$ cat src/rtl/mem_ls_ctrl.sv
// mem_ls_ctrl: load/store sequencer for the microcontroller datapath.
// Takes a latched 16-bit LOAD/STORE instruction on a start strobe and walks
// the register file, MAR/MDR and memory strobes through the address, data and
// write-back phases, waiting on mem_ready with a bounded timeout. Completion is
// reported as a single-cycle done pulse, with err flagging an aborted operation.

module mem_ls_ctrl #(
    parameter int NREG     = 4,
    parameter int WAIT_MAX = 8
) (
    input  logic            clk,
    input  logic            rst,
    input  logic            start,
    input  logic [15:0]     instruction,
    input  logic            mem_ready,
    output logic            busy,
    output logic            done,
    output logic            err,
    output logic            pc_inc,
    output logic            mar_in,
    output logic            mdr_write_en,
    output logic            mdr_read_en,
    output logic            mdr_out,
    output logic            mem_en,
    output logic            rw,
    output logic [NREG-1:0] rx_out,
    output logic [NREG-1:0] rx_in
);

    localparam logic [3:0] OP_LOAD  = 4'b0010;
    localparam logic [3:0] OP_STORE = 4'b0011;

    // Wait counter holds 0..WAIT_MAX; the last legal wait cycle is WAIT_MAX-1.
    localparam int                 CNT_W    = $clog2(WAIT_MAX + 1);
    localparam logic [CNT_W-1:0]   CNT_LAST = CNT_W'(WAIT_MAX - 1);
    localparam logic [CNT_W-1:0]   CNT_ONE  = CNT_W'(1);
    localparam logic [31:0]        NREG_U   = NREG;

    typedef enum logic [3:0] {
        S_IDLE,
        S_ADDR,
        S_MAR,
        S_SDATA,
        S_SWRITE,
        S_LREQ,
        S_LWB,
        S_DONE,
        S_FAIL
    } state_t;

    state_t            state_q;
    state_t            state_d;
    logic [15:0]       instr_q;
    logic [CNT_W-1:0]  wait_cnt;

    // Fields of the incoming instruction, only looked at while IDLE.
    logic [3:0]        in_op;
    logic [5:0]        in_data_sel;
    logic [5:0]        in_addr_sel;
    logic              in_is_mem_op;
    logic              in_sel_legal;
    logic              start_ok;

    // Fields of the latched instruction that drive the rest of the operation.
    logic              is_store;
    logic [5:0]        data_sel;
    logic [5:0]        addr_sel;
    logic [NREG-1:0]   data_onehot;
    logic [NREG-1:0]   addr_onehot;

    logic              in_wait_state;
    logic              timed_out;

    // Register k drives one-hot bit NREG-1-k, so register 0 is the MSB.
    function automatic logic [NREG-1:0] sel_onehot(input logic [5:0] idx);
        logic [NREG-1:0] v;
        v = '0;
        for (int k = 0; k < NREG; k++) begin
            if (idx == 6'(k)) begin
                v[NREG-1-k] = 1'b1;
            end
        end
        return v;
    endfunction

    assign in_op        = instruction[15:12];
    assign in_data_sel  = instruction[11:6];
    assign in_addr_sel  = instruction[5:0];
    assign in_is_mem_op = (in_op == OP_LOAD) || (in_op == OP_STORE);
    assign in_sel_legal = ({26'd0, in_data_sel} < NREG_U) &&
                          ({26'd0, in_addr_sel} < NREG_U);

    // Unknown opcodes and starts while busy are simply dropped.
    assign start_ok     = (state_q == S_IDLE) && start && in_is_mem_op;

    assign is_store     = (instr_q[15:12] == OP_STORE);
    assign data_sel     = instr_q[11:6];
    assign addr_sel     = instr_q[5:0];
    assign data_onehot  = sel_onehot(data_sel);
    assign addr_onehot  = sel_onehot(addr_sel);

    assign in_wait_state = (state_q == S_SWRITE) || (state_q == S_LREQ);

    // A ready on the final wait cycle still counts as success.
    assign timed_out     = (wait_cnt == CNT_LAST) && !mem_ready;

    // State register; reset aborts any operation without a done pulse.
    always_ff @(posedge clk or negedge rst) begin
        if (!rst) begin
            state_q <= S_IDLE;
        end else begin
            state_q <= state_d;
        end
    end

    // Capture the instruction only when a start is accepted so later input
    // changes cannot disturb the register selects mid-operation.
    always_ff @(posedge clk or negedge rst) begin
        if (!rst) begin
            instr_q <= '0;
        end else if (start_ok) begin
            instr_q <= instruction;
        end
    end

    // Count memory cycles without ready; held at zero outside the wait states
    // so it is already clear on entry to SWRITE or LREQ.
    always_ff @(posedge clk or negedge rst) begin
        if (!rst) begin
            wait_cnt <= '0;
        end else if (in_wait_state) begin
            if (!mem_ready) begin
                wait_cnt <= wait_cnt + CNT_ONE;
            end
        end else begin
            wait_cnt <= '0;
        end
    end

    // Next-state sequencing through address, data and write-back phases.
    always_comb begin
        state_d = state_q;
        case (state_q)
            S_IDLE: begin
                if (start_ok) begin
                    state_d = in_sel_legal ? S_ADDR : S_FAIL;
                end
            end
            S_ADDR:  state_d = S_MAR;
            S_MAR:   state_d = is_store ? S_SDATA : S_LREQ;
            S_SDATA: state_d = S_SWRITE;
            S_SWRITE: begin
                if (mem_ready) begin
                    state_d = S_DONE;
                end else if (timed_out) begin
                    state_d = S_FAIL;
                end
            end
            S_LREQ: begin
                if (mem_ready) begin
                    state_d = S_LWB;
                end else if (timed_out) begin
                    state_d = S_FAIL;
                end
            end
            S_LWB:   state_d = S_DONE;
            S_DONE:  state_d = S_IDLE;
            S_FAIL:  state_d = S_IDLE;
            default: state_d = S_IDLE;
        endcase
    end

    // Datapath strobes decoded from the registered state; only mdr_read_en
    // also looks at mem_ready so the MDR captures on the completing cycle.
    always_comb begin
        busy         = (state_q != S_IDLE);
        done         = 1'b0;
        err          = 1'b0;
        pc_inc       = 1'b0;
        mar_in       = 1'b0;
        mdr_write_en = 1'b0;
        mdr_read_en  = 1'b0;
        mdr_out      = 1'b0;
        mem_en       = 1'b0;
        rw           = 1'b0;
        rx_out       = '0;
        rx_in        = '0;
        case (state_q)
            S_ADDR: begin
                pc_inc = 1'b1;
                rx_out = addr_onehot;
            end
            S_MAR: begin
                mar_in = 1'b1;
                rx_out = addr_onehot;
            end
            S_SDATA: begin
                mdr_write_en = 1'b1;
                rx_out       = data_onehot;
            end
            S_SWRITE: begin
                mem_en = 1'b1;
                rw     = 1'b1;
            end
            S_LREQ: begin
                mem_en      = 1'b1;
                mdr_read_en = mem_ready;
            end
            S_LWB: begin
                mdr_out = 1'b1;
                rx_in   = data_onehot;
            end
            S_DONE: begin
                done = 1'b1;
            end
            S_FAIL: begin
                done = 1'b1;
                err  = 1'b1;
            end
            default: begin
                busy = 1'b0;
            end
        endcase
    end

endmodule

$ cat config.mk
export PLATFORM = sky130hd
export DESIGN_NAME = mem_ls_ctrl
export DESIGN_NICKNAME = d
export VERILOG_FILES = /design/src/rtl/mem_ls_ctrl.sv
export SDC_FILE = /design/constraint.sdc
export NUM_CORES = 1
export LEC_CHECK = 0
export ABC_CLOCK_PERIOD_IN_PS = 2200
export CORE_AREA = 4 4 67 69
export CTS_BUF_LIST = sky130_fd_sc_hd__clkbuf_2 sky130_fd_sc_hd__clkbuf_4 sky130_fd_sc_hd__clkbuf_8
export CTS_CLUSTER_DIAMETER = 200
export DETAILED_ROUTE_END_ITERATION = 16
export DIE_AREA = 0 0 71 73
export SLEW_MARGIN = 10
export SYNTH_ARGS = -nofsm -noshare
export SYNTH_HDL_FRONTEND = slang
export SYNTH_SLANG_ARGS = --single-unit
$ cat constraint.sdc
create_clock -name clk -period 2.2 [get_ports clk]
set_clock_uncertainty 0.1 [all_clocks]
set_input_delay 0.33 -clock clk [delete_from_list [all_inputs] [get_ports clk]]
set_output_delay 0.33 -clock clk [all_outputs]
set_load 0.02 [all_outputs]
Word level (Yosys, flattened, before mapping)
Cells that the tools add are included.
{"block": "totals", "out_inout_bits": 18, "register_bits": 24, "input_bits": 20, "word_cells": 70}
{"block": "op_classes", "n_lt_le_gt_ge": 2, "n_reduce_logical": 15, "addsub": 1, "mux": 29, "eq_ne": 20}
{"cell": "4-bit two-way mux", "count": 8}
{"cell": "4-bit case mux with 7 select lines", "count": 1}
{"cell": "6-bit by 2-bit equality test with 1-bit output, second input constant", "count": 4}
{"cell": "4-bit by 2-bit equality test with 1-bit output, second input constant", "count": 5}
{"cell": "4-bit by 3-bit equality test with 1-bit output, second input constant", "count": 5}
{"cell": "1-bit two-way mux", "count": 18}
{"cell": "6-bit by 1-bit equality test with 1-bit output, second input constant", "count": 2}
{"cell": "6-bit zero test", "count": 2}
{"cell": "6-bit by 3-bit less-than comparator with 1-bit output, second input constant", "count": 2}
{"cell": "4-bit case mux with 2 select lines", "count": 1}
{"cell": "8-bit OR reduction", "count": 1}
{"cell": "2-bit OR reduction", "count": 3}
{"cell": "4-bit by 1-bit adder with 4-bit output, second input constant", "count": 1}
{"cell": "4-bit by 1-bit equality test with 1-bit output, second input constant", "count": 1}
{"cell": "4-bit equality test, second input constant", "count": 1}
{"cell": "1-bit logical AND", "count": 4}
{"cell": "4-bit zero test", "count": 1}
{"cell": "2-bit inequality test, second input constant", "count": 2}
{"cell": "4-bit nonzero test", "count": 1}
{"cell": "3-bit two-way mux", "count": 1}
{"cell": "1-bit logical OR", "count": 2}
{"cell": "1-bit zero test", "count": 1}

Logic depth before layout (Yosys ltp)
Gate-level depths: netlist of the first run.
{"block": "depth", "depth_word": 5, "mapped_depth": 6, "mapped_depth_nobuf": 5}

Worst setup path before layout of the first run
OpenSTA, ideal clock, no wires.
{"block": "synth_timing", "path_type": "register -> output", "from": "register state_q[1]", "to": "output rx_out[3]", "required_ns": 1.770, "n_path_buf": 1, "path_stages_with_launch": 6, "arrival_time_ns": 1.768, "path_slack_ns": 0.002, "cell_sequence": "dfrtp_1 > buf_2 > nand2_1 > nor3_2 > nand2_1 > o32ai_1"}
{"block": "synth_between", "elab_chain_len": 3, "word_cells_on_any_way": 5, "classes_between": "eq/ne (3); mux (1); reduce/logical (1)"}
{"item": "start: declaration", "line": "51", "rtl": "state_t state_q;"}
{"item": "start signal: assignment", "line": "112", "rtl": "state_q <= state_d;"}
{"item": "4-bit by 2-bit equality test with 1-bit output or 4-bit by 1-bit equality test with 1-bit output (tied branches)", "line": "188", "rtl": "case (state_q)"}
{"item": "2-bit OR reduction (no source line)"}
{"item": "4-bit case mux with 2 select lines *", "line": "188"}
{"item": "end: declaration", "line": "26", "rtl": "output logic [NREG-1:0] rx_out,"}
Mark *: on every way between the ends. The rest lies on a longest branch, timed or not.

Final worst setup path of the first run
{"block": "layout_timing", "from": "register state_q[1]", "to": "output mdr_write_en"}
{"block": "layout_between", "elab_chain_len": 2}
{"item": "4-bit by 2-bit equality test with 1-bit output", "line": "188"}
{"item": "1-bit two-way mux", "line": "188"}
{"item": "end: declaration", "line": "21", "rtl": "output logic mdr_write_en,"}
No other way between the ends.

==> results of run 1 <==
cell usage after synthesis, types with 2 or more instances:
cell type  instances  area share (%)
nor4_1             4             1.9
inv_1              3            0.86
xnor2_1            2             1.3
nand2_1           10             2.9
nand2b_1           7             3.3
buf_6              2             1.7
and3_1             3             1.4
nor2b_1            2            0.95
buf_2              4             1.5
o32ai_1            2             1.3
a21oi_1            3             1.1
o21bai_1           2             1.1
o22ai_1            3             1.4
mux2_4             7             8.0
dfrtp_1           24              46
nor2_1            12             3.4
and2_1             3             1.4
xor2_1             3             2.0
mux2_2             6             5.2
nor3_1             4             1.5
kinds of logic (layout without fill, tap and decap cells):
logic type      Yosys count  in the layout  share of synthesized area (%)
simple gates             52             52                           22.8
flops                    24             24                           45.8
compound gates           16             16                           8.69
mux                      14             14                           13.9
buf+inv                  10             55                           4.39
xor+xnor                  5              5                           3.34
fa+ha+maj                 1              1                          0.955
state kept, by name (all words and copies together), names as in the netlist:
| register | flops |
|---|---|
| instr_q | 16 |
| state_q | 4 |
| wait_cnt | 4 |
report_power, final:
group / internal [uW] / switching [uW] / leakage, uW
Combinational: 589 / 573 / 0.000537
Clock: 122 / 134 / 0.0000216
Sequential: 605 / 185 / 0.000316
layer usage:
layer	vias up	wire, um
li1	525	-
met1	535	1410
met2	25	1540
met3	4	145
met4	0	42
met5	-	0
worst paths after layout:
path / endpoint / cells past startpoint
max: mdr_write_en / 3
min: instr_q[5]$_DFFE_PN0P_ / 2
max reg2reg: instr_q[6]$_DFFE_PN0P_ / 4
min reg2reg: instr_q[13]$_DFFE_PN0P_ / 1
max in group asynchronous: state_q[3]$_DFFE_PN0P_ / 2
min in group clk: instr_q[13]$_DFFE_PN0P_ / 1
through the flow:
| step | hold slack [ns] | cells | cell area [um^2] | worst slack (ns) | setup TNS, ns |
|---|---|---|---|---|---|
| after detailed placement | 0.354 | 214 | 1790 | -0.0533 | -0.0630 |
| after floorplan | -0.0656 | 122 | 1310 | 0.00179 | 0 |
| after CTS | 0.329 | 217 | 1820 | 0.00785 | 0 |
| after global placement | 0.350 | 214 | 1790 | -0.00990 | -0.00990 |
| final | 0.319 | 217 | 1810 | 0.0998 | 0 |
| after global routing | 0.353 | 217 | 1810 | 0.000134 | 0 |
area by class of cell:
| cell class | instances | share of cell area (%) |
|---|---|---|
| Sequential cell | 24 | 33.2 |
| Tap cell | 50 | 3.46 |
| Clock buffer | 3 | 2.28 |
| Timing Repair Buffer | 49 | 22.9 |
| Multi-Input combinational cell | 88 | 37.5 |
| Inverter | 3 | 0.623 |
critical path, stage by stage (launching register included):
cell             delay [ns]
dfrtp_1                0.47
nand2_1                0.11
nor3_2                 0.16
clkdlybuf4s50_1        0.66
repair_timing:
item                                    CTS  global route
hold buffers                              0             0
endpoints found under the setup margin   16            11
gates resized for setup                  20            20
==> flow_summary.toml, run 1 <==
[drt]
ant_nets = 0
vias = 1089
dr.first_iter.drc_count = 69
via_per_inst = 5.02
dr.pass1.iters = 4
routed_wl_um = 3140
post-route-drc-count = 0
wl_per_cell_um = 14.5

[worst_setup_path]
rrSetupSlack_ns = 0.37
critPathRequiredTime_ns = 1.77
critPathKind = "reg2out"
arrival_ns = 1.67
critPathLaunchType = "flip-flop"
critical_path.max_fanout = 5
timing.rr.start = "state_q[2]$_DFFE_PN0P_"
cp-startpoint = "state_q[1]$_DFFE_PN0P_"
critPathCaptureType = "output port"

[layout]
multiInputGateArea_um2 = 678
mostFrequentLayoutCell = "dfrtp_1"
regArea_um2 = 601
final_util_pct = 46.2
layout-area-overhead-vs-synth_pct = 38.0
drive_above_1_share_pct = 25.7
fin_nets = 190
fillCellCount = 381
num_antenna_cells = 0
layout_common_cells = "dfrtp_1 (24), clkdlybuf4s50_1 (20), nor2_1 (12), buf_4 (12), nand2_1 (10)"

[die]
fp.dieH_um = 73
pin_count = 38
initial_utilization_pct = 33.5
rows = 23
fp.coreArea_um2 = 3910
fp.dieW_um = 71
dieArea_um2 = 5180

[placement]
port-buffer-count = 37
place_hpwl_um = 2400
finalWeightedCongestion = 0.813

[synth]
synth_seq_cells = 24
postSynthCellCount = 122
syn-num-nets = 143
async_flop_share_pct = 100
avgSynthCellArea_um2 = 10.7
synth_edf_count = 0
yosysSeqAreaShare_pct = 45.8
syn-cell-area_um2 = 1310
synth_flop_cell = "dfrtp_1"
synth_cell_type_count = 36
yosysWarnings = 0

[timing]
timing.fmax_mhz = 476
fin_crit_ns = 2.10
worst_pin_slew_ns = 0.461
finalSetupViolations = 0
slew-limit-headroom_pct = 68.9
period_share_pct = 95.5
rsz0062_at_grt = "false"
hold_viol = 0
finalMaxSlewViolations = 0

[grt]
grt-ovfl-total = 0
grt.busiest_layer = "met2"
grt_pass1_vias = 1101
grt_pass1_wl_um = 5090
met2_usage_pct = 20.3
gr-usage-met3_pct = 1.65
antenna_found_initial = 0
grt_max_degree = 25
met1_usage_pct = 15.8
grt_util_all_layers_pct = 12.2

[pwr]
p_leak_uw = 0.000874
pwr_density_cell_nw_per_um2 = 1220
p_total_uw = 2210
vdd_drop_max_mv = 0.410

[run]
maxCapViolCount = 0

[cts]
root_buffer = "clkbuf_8"
cts_setup_buffers = 0
cts_tree = "yes"
clkTransAtPathRegs_ns = 0.08
clock_sinks = 24
clock_latency_ns = 0.26
cts-buffers-inserted = 3
htree_num_levels = 1
cts_buffer_depth = 2

[worst_hold_path]
hp-class = "in2async"

[outcome]
status = "finished clean"
Power figures use the tool's default switching activity.
==> run 2: changes to the inputs <==
Settings changed: CAP_MARGIN set to 0.
==> results of run 2 <==
Final layout, timing and power as in run 1 (identical DEF).
==> run 3: changes to the inputs <==
Settings changed: ABC_CLOCK_PERIOD_IN_PS 2200 to 2000, PLACE_DENSITY set to 0.61.
Clock period 2.2 ns to 2 ns, I/O delays scaled along.
==> flow_summary.toml, run 3 (synthesis results as in run 1) <==
[layout]
num_antenna_cells = 0
mostFrequentLayoutCell = "buf_4"
drive_above_1_share_pct = 40.8
fillCellCount = 374
layout-area-overhead-vs-synth_pct = 48.0
multiInputGateArea_um2 = 719
layout_common_cells = "buf_4 (28), dfrtp_1 (21), clkdlybuf4s50_1 (19)"
largest-register = "instr_q"
fin_nets = 202
largest_reg_flops = 16
top_regs = "instr_q x16, state_q x4, wait_cnt x4"
regArea_um2 = 604
final_util_pct = 49.6

[timing]
worst_pin_slew_ns = 0.391
timing.fmax_mhz = 515
finalSetupViolations = 0
fin_setup_tns_ns = 0
hold_viol = 0
setup_ws_ns = 0.0567
finalMaxSlewViolations = 0
hold_slack_ns = 0.284
fin_crit_ns = 1.94
rsz0062_at_grt = "true"
slew-limit-headroom_pct = 73.6
period_share_pct = 97.2

[die]
fp.dieH_um = 73
fp.dieW_um = 71
rows = 23
dieArea_um2 = 5180
pin_count = 38
initial_utilization_pct = 33.5
fp.coreArea_um2 = 3910

[pwr]
p_sw_uw = 1050
pwr_density_cell_nw_per_um2 = 1380
vdd_drop_max_mv = 0.460
combPwrFrac_pct = 56.4
clkPwrFrac_pct = 10.6
p_seq_share_pct = 33.0
swShare_pct = 39.4
internal_power_uw = 1620
p_leak_uw = 0.000927

[cts]
htree_num_levels = 1
root_buffer = "clkbuf_8"
clock_latency_ns = 0.26
cts_setup_buffers = 0
cts_buffer_depth = 2
cts-buffers-inserted = 3
ctsHoldBuffers = 0
cts_tree = "yes"
clkTransAtPathRegs_ns = 0.08
clock_sinks = 24

[worst_setup_path]
critPathLaunchType = "flip-flop"
critPathKind = "reg2out"
timing.rr.start = "state_q[2]$_DFFE_PN0P_"
critical_path.max_fanout = 2
critPathRequiredTime_ns = 1.60
arrival_ns = 1.54
critPathCaptureType = "output port"
cp-startpoint = "instr_q[4]$_DFFE_PN0P_"

[drt]
post-route-drc-count = 0
dr.first_iter.drc_count = 50
wl_per_cell_um = 13.7
dr.pass1.iters = 4
routed_wl_um = 3130
ant_nets = 0
via_per_inst = 4.87
vias = 1115

[run]
maxCapViolCount = 0

[grt]
grt_pass1_vias = 1106
grt-ovfl-total = 0
grt_pass1_wl_um = 5040
grt_max_degree = 25
grt_util_all_layers_pct = 12.3
antenna_found_initial = 0

[outcome]
status = "finished clean"

[placement]
place_ws_ns = -0.243
port-buffer-count = 37
place_hpwl_um = 2450
finalWeightedCongestion = 0.863

[worst_hold_path]
hp-class = "in2async"
-- run 3: path summary, 6_finish.rpt --
kind                                            to  slack (ns)  depth (start not counted)
min reg2reg                instr_q[13]$_DFFE_PN0P_        0.37                          1
max                                      rx_out[1]        0.06                          5
min in group clk           instr_q[13]$_DFFE_PN0P_        0.37                          1
min                         instr_q[7]$_DFFE_PN0P_        0.28                          2
max in group asynchronous   state_q[3]$_DFFE_PN0P_        1.26                          2
max reg2reg                instr_q[11]$_DFFE_PN0P_        0.21                          4
-- run 3: routing by layer --
layer | vias up | global-route usage, % | part of all wire [%] | wire [um]
li1 | 547 | - | - | -
met1 | 538 | 15.7 | 45 | 1420
met2 | 25 | 20.5 | 50 | 1570
met3 | 5 | 1.79 | 2.9 | 90
met4 | 0 | 5.64 | 1.7 | 54
met5 | - | 0 | 0 | 0
-- run 3: power groups by stage --
stage	Sequential, uW	Clock (uW)	Combinational [uW]
after global placement	828	0	1470
final	882	283	1500
after CTS	836	295	1480
after detailed placement	837	0	1500
after floorplan	783	0	886
after global routing	909	308	1640
-- run 3: final cells by class --
| cell class | count | share of cell area, % |
|---|---|---|
| inverters | 3 | 0.581 |
| repair buffers | 61 | 25.8 |
| well taps | 50 | 3.23 |
| clock buffers | 3 | 2.13 |
| multi-input cells | 88 | 37.1 |
| flip-flops and latches | 24 | 31.2 |
-- run 3: what timing repair did --
item | CTS | global route
cloned | 0 | 0
endpoints found under the setup margin | 18 | 17
pin swaps | 3 | 4
gates resized for setup | 53 | 25
-- run 3: critical path: stages (launching register included) --
cell	delay, ns
dfrtp_1	0.41
nor4_2	0.24
and3_1	0.20
nand2b_1	0.10
o22ai_1	0.16
buf_4	0.16
-- run 3: through the flow --
step	total power, uW	instances	cell area [um^2]
finish	2670	229	1940
global route	2850	229	1940
CTS	2610	229	1930
detailed placement	2330	226	1890
global placement	2300	226	1890
floorplan	1670	122	1320
